### config.mk
export PLATFORM = sky130hd
export DESIGN_NAME = hdd_byte_serializer
export DESIGN_NICKNAME = d
export VERILOG_FILES = /design/src/rtl/hdd_ser_pkg.sv /design/src/rtl/hdd_word_fifo.sv /design/src/rtl/hdd_byte_serializer.sv
export SDC_FILE = /design/constraint.sdc
export NUM_CORES = 1
export LEC_CHECK = 0
export CAP_MARGIN = 10
export CORE_ASPECT_RATIO = 1.75
export CORE_MARGIN = 2
export CORE_UTILIZATION = 65
export DETAILED_ROUTE_END_ITERATION = 7
export PLACE_DENSITY_LB_ADDON = 0.1
export SKIP_LAST_GASP = 1
export SLEW_MARGIN = 10
export SYNTH_ARGS = -nofsm -noshare
export SYNTH_HDL_FRONTEND = slang
export SYNTH_HIERARCHICAL = 1
export SYNTH_SLANG_ARGS = --single-unit
### constraint.sdc
create_clock -name clk -period 8.65 [get_ports clk]
set_input_delay 2.595 -clock clk [delete_from_list [all_inputs] [get_ports clk]]
set_output_delay 2.595 -clock clk [all_outputs]
set_load 0.02 [all_outputs]
### src/rtl/hdd_ser_pkg.sv
// -----------------------------------------------------------------------------
// hdd_ser_pkg
// Shared types and constants for the hard-decision byte serializer.
//   ser_state_e      : serializer FSM state encoding
//   DEF_HDDW         : default decoder word width
//   BYTES_PER_WORD   : bytes per default-width word
//   DEF_SYNC_BYTE    : default frame marker value
//   bytes_per_word() : bytes per word for an arbitrary word width
// -----------------------------------------------------------------------------
package hdd_ser_pkg;

    typedef enum logic [1:0] {
        ST_IDLE  = 2'd0,
        ST_SYNC  = 2'd1,
        ST_LOAD  = 2'd2,
        ST_SHIFT = 2'd3
    } ser_state_e;

    localparam int         DEF_HDDW       = 32;
    localparam int         BYTES_PER_WORD = DEF_HDDW / 8;
    localparam logic [7:0] DEF_SYNC_BYTE  = 8'hA5;

    function automatic int bytes_per_word(input int hddw);
        return hddw / 8;
    endfunction

endpackage

### src/rtl/hdd_word_fifo.sv
// -----------------------------------------------------------------------------
// hdd_word_fifo
// Synchronous word FIFO with registered full/empty flags.
// The caller must not write while full unless it pops in the same cycle, and
// must not pop while empty; the FIFO does not guard against either.
// Ports:
//   clk, rst    : clock, synchronous active-high reset
//   i_wr_en     : push i_wr_data
//   i_wr_data   : word to push
//   i_rd_en     : pop the head word
//   o_rd_data   : current head word (valid while !o_empty)
//   o_full      : FIFO holds DEPTH words
//   o_empty     : FIFO holds no words
// -----------------------------------------------------------------------------
module hdd_word_fifo #(
    parameter int W     = 32,
    parameter int DEPTH = 8,
    parameter int AW    = 3
) (
    input  logic          clk,
    input  logic          rst,
    input  logic          i_wr_en,
    input  logic [W-1:0]  i_wr_data,
    input  logic          i_rd_en,
    output logic [W-1:0]  o_rd_data,
    output logic          o_full,
    output logic          o_empty
);

    logic [W-1:0]  r_mem [DEPTH];
    logic [AW-1:0] r_wr_ptr;
    logic [AW-1:0] r_rd_ptr;
    logic [AW:0]   r_count;
    logic          r_full;
    logic          r_empty;
    logic [AW:0]   w_count_nxt;

    assign w_count_nxt = r_count + (AW+1)'(i_wr_en) - (AW+1)'(i_rd_en);

    always_ff @(posedge clk) begin
        if (i_wr_en) r_mem[r_wr_ptr] <= i_wr_data;
    end

    always_ff @(posedge clk) begin
        if (rst) begin
            r_wr_ptr <= '0;
            r_rd_ptr <= '0;
            r_count  <= '0;
            r_full   <= 1'b0;
            r_empty  <= 1'b1;
        end else begin
            if (i_wr_en) r_wr_ptr <= r_wr_ptr + 1'b1;
            if (i_rd_en) r_rd_ptr <= r_rd_ptr + 1'b1;
            r_count <= w_count_nxt;
            r_full  <= (w_count_nxt == (AW+1)'(DEPTH));
            r_empty <= (w_count_nxt == '0);
        end
    end

    assign o_rd_data = r_mem[r_rd_ptr];
    assign o_full    = r_full;
    assign o_empty   = r_empty;

endmodule

### src/rtl/hdd_byte_serializer.sv
// -----------------------------------------------------------------------------
// hdd_byte_serializer
// Buffers hard-decision words from the decoder (no backpressure) and emits
// them MSB byte first over a valid/ready handshake. Tracks codeword framing
// and flags dropped words.
// Build option: define HDD_FRAME_MARKER_EN to emit SYNC_BYTE ahead of the
// first word of every frame.
// Ports:
//   clk, rst    : clock, synchronous active-high reset
//   in_valid    : decoder word strobe
//   in_data     : decoder word (HDDW bits)
//   out_data    : byte to UART FIFO
//   out_valid   : out_data valid
//   out_ready   : UART FIFO accepts
//   overflow    : sticky, a word was dropped because the FIFO was full
//   frame_done  : pulses on the handshake of the last byte of a frame
// -----------------------------------------------------------------------------
module hdd_byte_serializer
    import hdd_ser_pkg::*;
#(
    parameter int         HDDW        = 32,
    parameter int         FIFO_DEPTH  = 8,
    parameter int         FIFO_AW     = 3,
    parameter int         FRAME_WORDS = 255,
    parameter logic [7:0] SYNC_BYTE   = DEF_SYNC_BYTE
) (
    input  logic            clk,
    input  logic            rst,
    input  logic            in_valid,
    input  logic [HDDW-1:0] in_data,
    output logic [7:0]      out_data,
    output logic            out_valid,
    input  logic            out_ready,
    output logic            overflow,
    output logic            frame_done
);

    localparam int BPW  = bytes_per_word(HDDW);
    localparam int IDXW = (BPW > 1) ? $clog2(BPW) : 1;
    localparam int WCW  = (FRAME_WORDS > 1) ? $clog2(FRAME_WORDS) : 1;
`ifdef HDD_FRAME_MARKER_EN
    localparam bit MARKER_EN = 1'b1;
`else
    localparam bit MARKER_EN = 1'b0;
`endif

    ser_state_e      r_state;
    logic [HDDW-1:0] r_shift;
    logic [IDXW-1:0] r_byte_idx;
    logic [WCW-1:0]  r_word_cnt;
    logic            r_overflow;

    logic [HDDW-1:0] w_head;
    logic            w_full;
    logic            w_empty;
    logic            w_pop;
    logic            w_wr;
    logic            w_drop;
    logic            w_hs;
    logic            w_last_byte;
    logic            w_last_word;
    logic            w_more;
    logic [WCW-1:0]  w_word_cnt_nxt;

    // A pop only ever happens in LOAD, so a write while full is only safe then.
    assign w_pop  = (r_state == ST_LOAD);
    assign w_wr   = in_valid && (!w_full || w_pop);
    assign w_drop = in_valid && w_full && !w_pop;

    hdd_word_fifo #(
        .W     (HDDW),
        .DEPTH (FIFO_DEPTH),
        .AW    (FIFO_AW)
    ) u_fifo (
        .clk       (clk),
        .rst       (rst),
        .i_wr_en   (w_wr),
        .i_wr_data (in_data),
        .i_rd_en   (w_pop),
        .o_rd_data (w_head),
        .o_full    (w_full),
        .o_empty   (w_empty)
    );

    assign out_valid = (r_state == ST_SYNC) || (r_state == ST_SHIFT);
    assign out_data  = (r_state == ST_SHIFT) ? r_shift[HDDW-1 -: 8] :
                       (r_state == ST_SYNC)  ? SYNC_BYTE : 8'h00;
    assign w_hs      = out_valid && out_ready;

    assign w_last_byte    = (r_byte_idx == IDXW'(BPW - 1));
    assign w_last_word    = (r_word_cnt == WCW'(FRAME_WORDS - 1));
    assign w_word_cnt_nxt = w_last_word ? '0 : r_word_cnt + 1'b1;
    // Looking at the incoming write as well as the registered empty flag lets
    // an idle serializer reach LOAD in the cycle right after the write.
    assign w_more         = !w_empty || w_wr;

    assign frame_done = (r_state == ST_SHIFT) && w_hs && w_last_byte && w_last_word;

    always_ff @(posedge clk) begin
        if (rst) begin
            r_state    <= ST_IDLE;
            r_shift    <= '0;
            r_byte_idx <= '0;
            r_word_cnt <= '0;
            r_overflow <= 1'b0;
        end else begin
            if (w_drop) r_overflow <= 1'b1;
            case (r_state)
                ST_IDLE: begin
                    if (w_more)
                        r_state <= (MARKER_EN && r_word_cnt == '0) ? ST_SYNC : ST_LOAD;
                end
                ST_SYNC: begin
                    if (w_hs) r_state <= ST_LOAD;
                end
                ST_LOAD: begin
                    r_shift    <= w_head;
                    r_byte_idx <= '0;
                    r_state    <= ST_SHIFT;
                end
                ST_SHIFT: begin
                    if (w_hs) begin
                        if (w_last_byte) begin
                            r_word_cnt <= w_word_cnt_nxt;
                            r_byte_idx <= '0;
                            // A frame boundary reached with data waiting still
                            // needs its marker, so it cannot go straight to LOAD.
                            if (w_more)
                                r_state <= (MARKER_EN && w_word_cnt_nxt == '0) ? ST_SYNC : ST_LOAD;
                            else
                                r_state <= ST_IDLE;
                        end else begin
                            r_shift    <= r_shift << 8;
                            r_byte_idx <= r_byte_idx + 1'b1;
                        end
                    end
                end
                default: r_state <= ST_IDLE;
            endcase
        end
    end

    assign overflow = r_overflow;

endmodule

==> results.tsv <==
metric	value	unit
status	complete, no violations	
post-synthesis average cell area	18.2	um^2
fin area	14200	um^2
Synth top area share	0.607	
Syn Inst Count	696	
Power Density	257	nW/um^2
# diodes	0	
VDD IR-drop max	0.000222	V
top area cells in the synthesized netlist	edfxtp_1, dfxtp_1, mux4_1	
die height	189	um
Post-CTS Setup Repair Bufs	0	
internal power	2760	uW
Finished Core Util	0.745	
Final Hold Vio Count	0	
DRC violations left	0	
Initial Util	0.662	
WHS	0.485	ns
Seq/Total Area, Yosys	0.702	
largest net degree at the start of global routing	65	
cell area after synthesis	12700	um^2
Clock Power Share	0.340	
worst r2r src	r_state[1]	
die width	109	um
Final GP Congestion	0.768	
Yosys warning count	6	
WL final	24.1	mm
initial antenna violation count	0	
worst hold-check path type	reg2reg	
busiest grt layer	met2	
synth unique cells	46	
first-pass iteration count of the detailed router	4	
#FFs+latches synth	316	
Sequential Power Share	0.501	
I/O Buffers	46	
CP startpoint kind	input pin	
final setup violation count	0	
setup TNS	0	ns
Hold Path Depth	2	
EDFF count, synth	256	
Worst slew margin	0.227	
WS Path Type	in2out	
worst-path fanout max	9	
Ports	47	
M3 GR Usage	0.0242	
Psw	901	uW
grt met1 use	0.304	
RSZ-0062 raised after global routing	no	
hold_buf cts	0	
Nets	788	
leakage	0.00465	uW
Syn Nets	742	
CTS tree	built	
WL/cell	24.0	um
Detailed Place HPWL	14.5	mm
Core ar.	19100	um^2
Primary FF master, synth	edfxtp_1	
FP Rows	67	
CTS root buf	clkbuf_16	
async set-or-reset flop fraction in the synthesized netlist	0	
Worst Tran Pin Value	1.16	ns
WP data required	6.06	ns
gr ovfl total	0	
Fmax	145	MHz
GRT Util Overall	0.246	
R2R Path End	u_fifo/r_mem[4][27]	
Comb power frac	0.159	
start point of the critical path	out_ready	
worst-skew pair later-pin latency	0.53	ns
Reg clk slew, reported paths	0.07	ns
Placed Area	13300	um^2
Reg2Reg Setup Slack	5.39	ns
initial drt markers	407	
Die ar.	20600	um^2
Pins Over Slew Limit	0	
M2 GR Usage	0.456	
final worst path period share	0.800	
Layout area overhead	12.5	%
fin crit period	6.92	ns
Worst Hold Path EP	overflow	
CTS HTree Levels	1	
HP Start	overflow	
crit end category	output pin	
CTS max path bufs	3	
sw frac	0.246	
Max Cap Viol	0	
Yosys top cell by area	edfxtp_1	
global-route wire length before repair	37.5	mm
clock sink count	316	
Worst Path Arrival	4.32	ns
Vias/cell	6.28	
R2R depth	6	
share of cells above drive strength 1	0.195	
Setup Skew	0.0112	ns
CTS resizes	0	
TritonCTS buffer count	27	
vias after detailed routing	6308	
DRT antenna net count	0	
vias in the first global route	6726	
[critical path: stages]
cell and delay [ns]:
clkdlybuf4s50_1 0.63, nand4_1 0.22, nor3_2 0.25, clkdlybuf4s50_1 0.63
[layout by cell type, fill, tap and decap left out, drive strengths merged, types with 7 or more instances in the layout]
master,n
edfxtp,256
mux4,64
dfxtp,60
nor2,60
clkdlybuf4s50,45
clkbuf,35
nand2,33
mux2,32
nand3,30
a311oi,25
buf,14
inv,12
ha,9
a22oi,8
a21oi,7
[power by group through the flow]
stage	combinational (uW)	clock [uW]	sequential, uW
2_1_floorplan	455	0	1830
3_3_place_gp	561	0	1860
3_5_place_dp	582	0	1870
4_1_cts	587	1270	1840
5_1_grt	632	1330	1850
6_report	584	1250	1840
[metal layers]
metal	up-vias	part of all wire
met3	33	0.039
met1	3232	0.38
met4	0	0.022
li1	2887	-
met2	156	0.56
met5	-	0
[sequential cells by signal (all words and copies together), names as in the netlist, named ones only]
| register | flops |
|---|---|
| overflow | 1 |
| r_byte_idx | 2 |
| r_shift | 32 |
| r_state | 2 |
| r_word_cnt | 8 |
| u_fifo/o_empty | 1 |
| u_fifo/o_full | 1 |
| u_fifo/r_count | 4 |
| u_fifo/r_mem | 256 |
| u_fifo/r_rd_ptr | 3 |
| u_fifo/r_wr_ptr | 3 |
[cells by family (layout without fill, tap and decap cells)]
kind of cell	count (synthesis)	in the layout	share of synthesized area
flops	316	316	0.702
simple gates	152	152	0.0545
mux	98	98	0.156
compound gates	56	56	0.0446
buf+inv	52	119	0.0241
xor+xnor	12	12	0.00830
fa+ha+maj	10	10	0.0105
[synth_stat cells, types with 2 or more instances]
cell and n:
a311oi_2 20, dfxtp_1 60, xnor2_1 6, mux2i_1 2, buf_2 22, buf_1 3
nand3_1 30, xor2_1 6, buf_6 11, inv_1 8, a22oi_1 8, mux4_2 24
nand4_1 6, and3_1 6, nand2_1 33, o21a_1 4, nor2_1 60, nor2b_1 2
o21ai_0 2, ha_1 9, nor3_1 5, a21oi_1 7, nand2b_1 4, edfxtp_1 256
clkbuf_1 6, a21o_1 2, mux2_2 32, a311oi_1 5, mux4_1 40
[area by class of cell]
cell class	count	area [um^2]
Sequential cell	316	8900
Clock buffer	35	736
Multi-Input combinational cell	328	3520
Timing Repair Buffer	59	553
Clock inverter	15	200
Fill cell	1091	4870
Inverter	10	37.5
Tap cell	241	302
[how the worst max path moves through the flow]
stage	end	slack, ns	cells after the start
after floorplan	u_fifo/r_mem[4][0]	2.82	4
after global placement	frame_done	1.79	4
after detailed placement	frame_done	1.74	4
after CTS	frame_done	1.73	4
after global routing	frame_done	1.65	4
final	frame_done	1.73	4
[per-stage QoR]
step / std cells / power, uW / setup slack [ns]
floorplan: 696 / 2280 / 2.82
global route: 1004 / 3810 / 1.65
finish: 1004 / 3660 / 1.73
CTS: 1004 / 3690 / 1.73
detailed placement: 954 / 2450 / 1.74
global placement: 954 / 2420 / 1.79
Note: power is estimated with default switching activity, not from simulation.
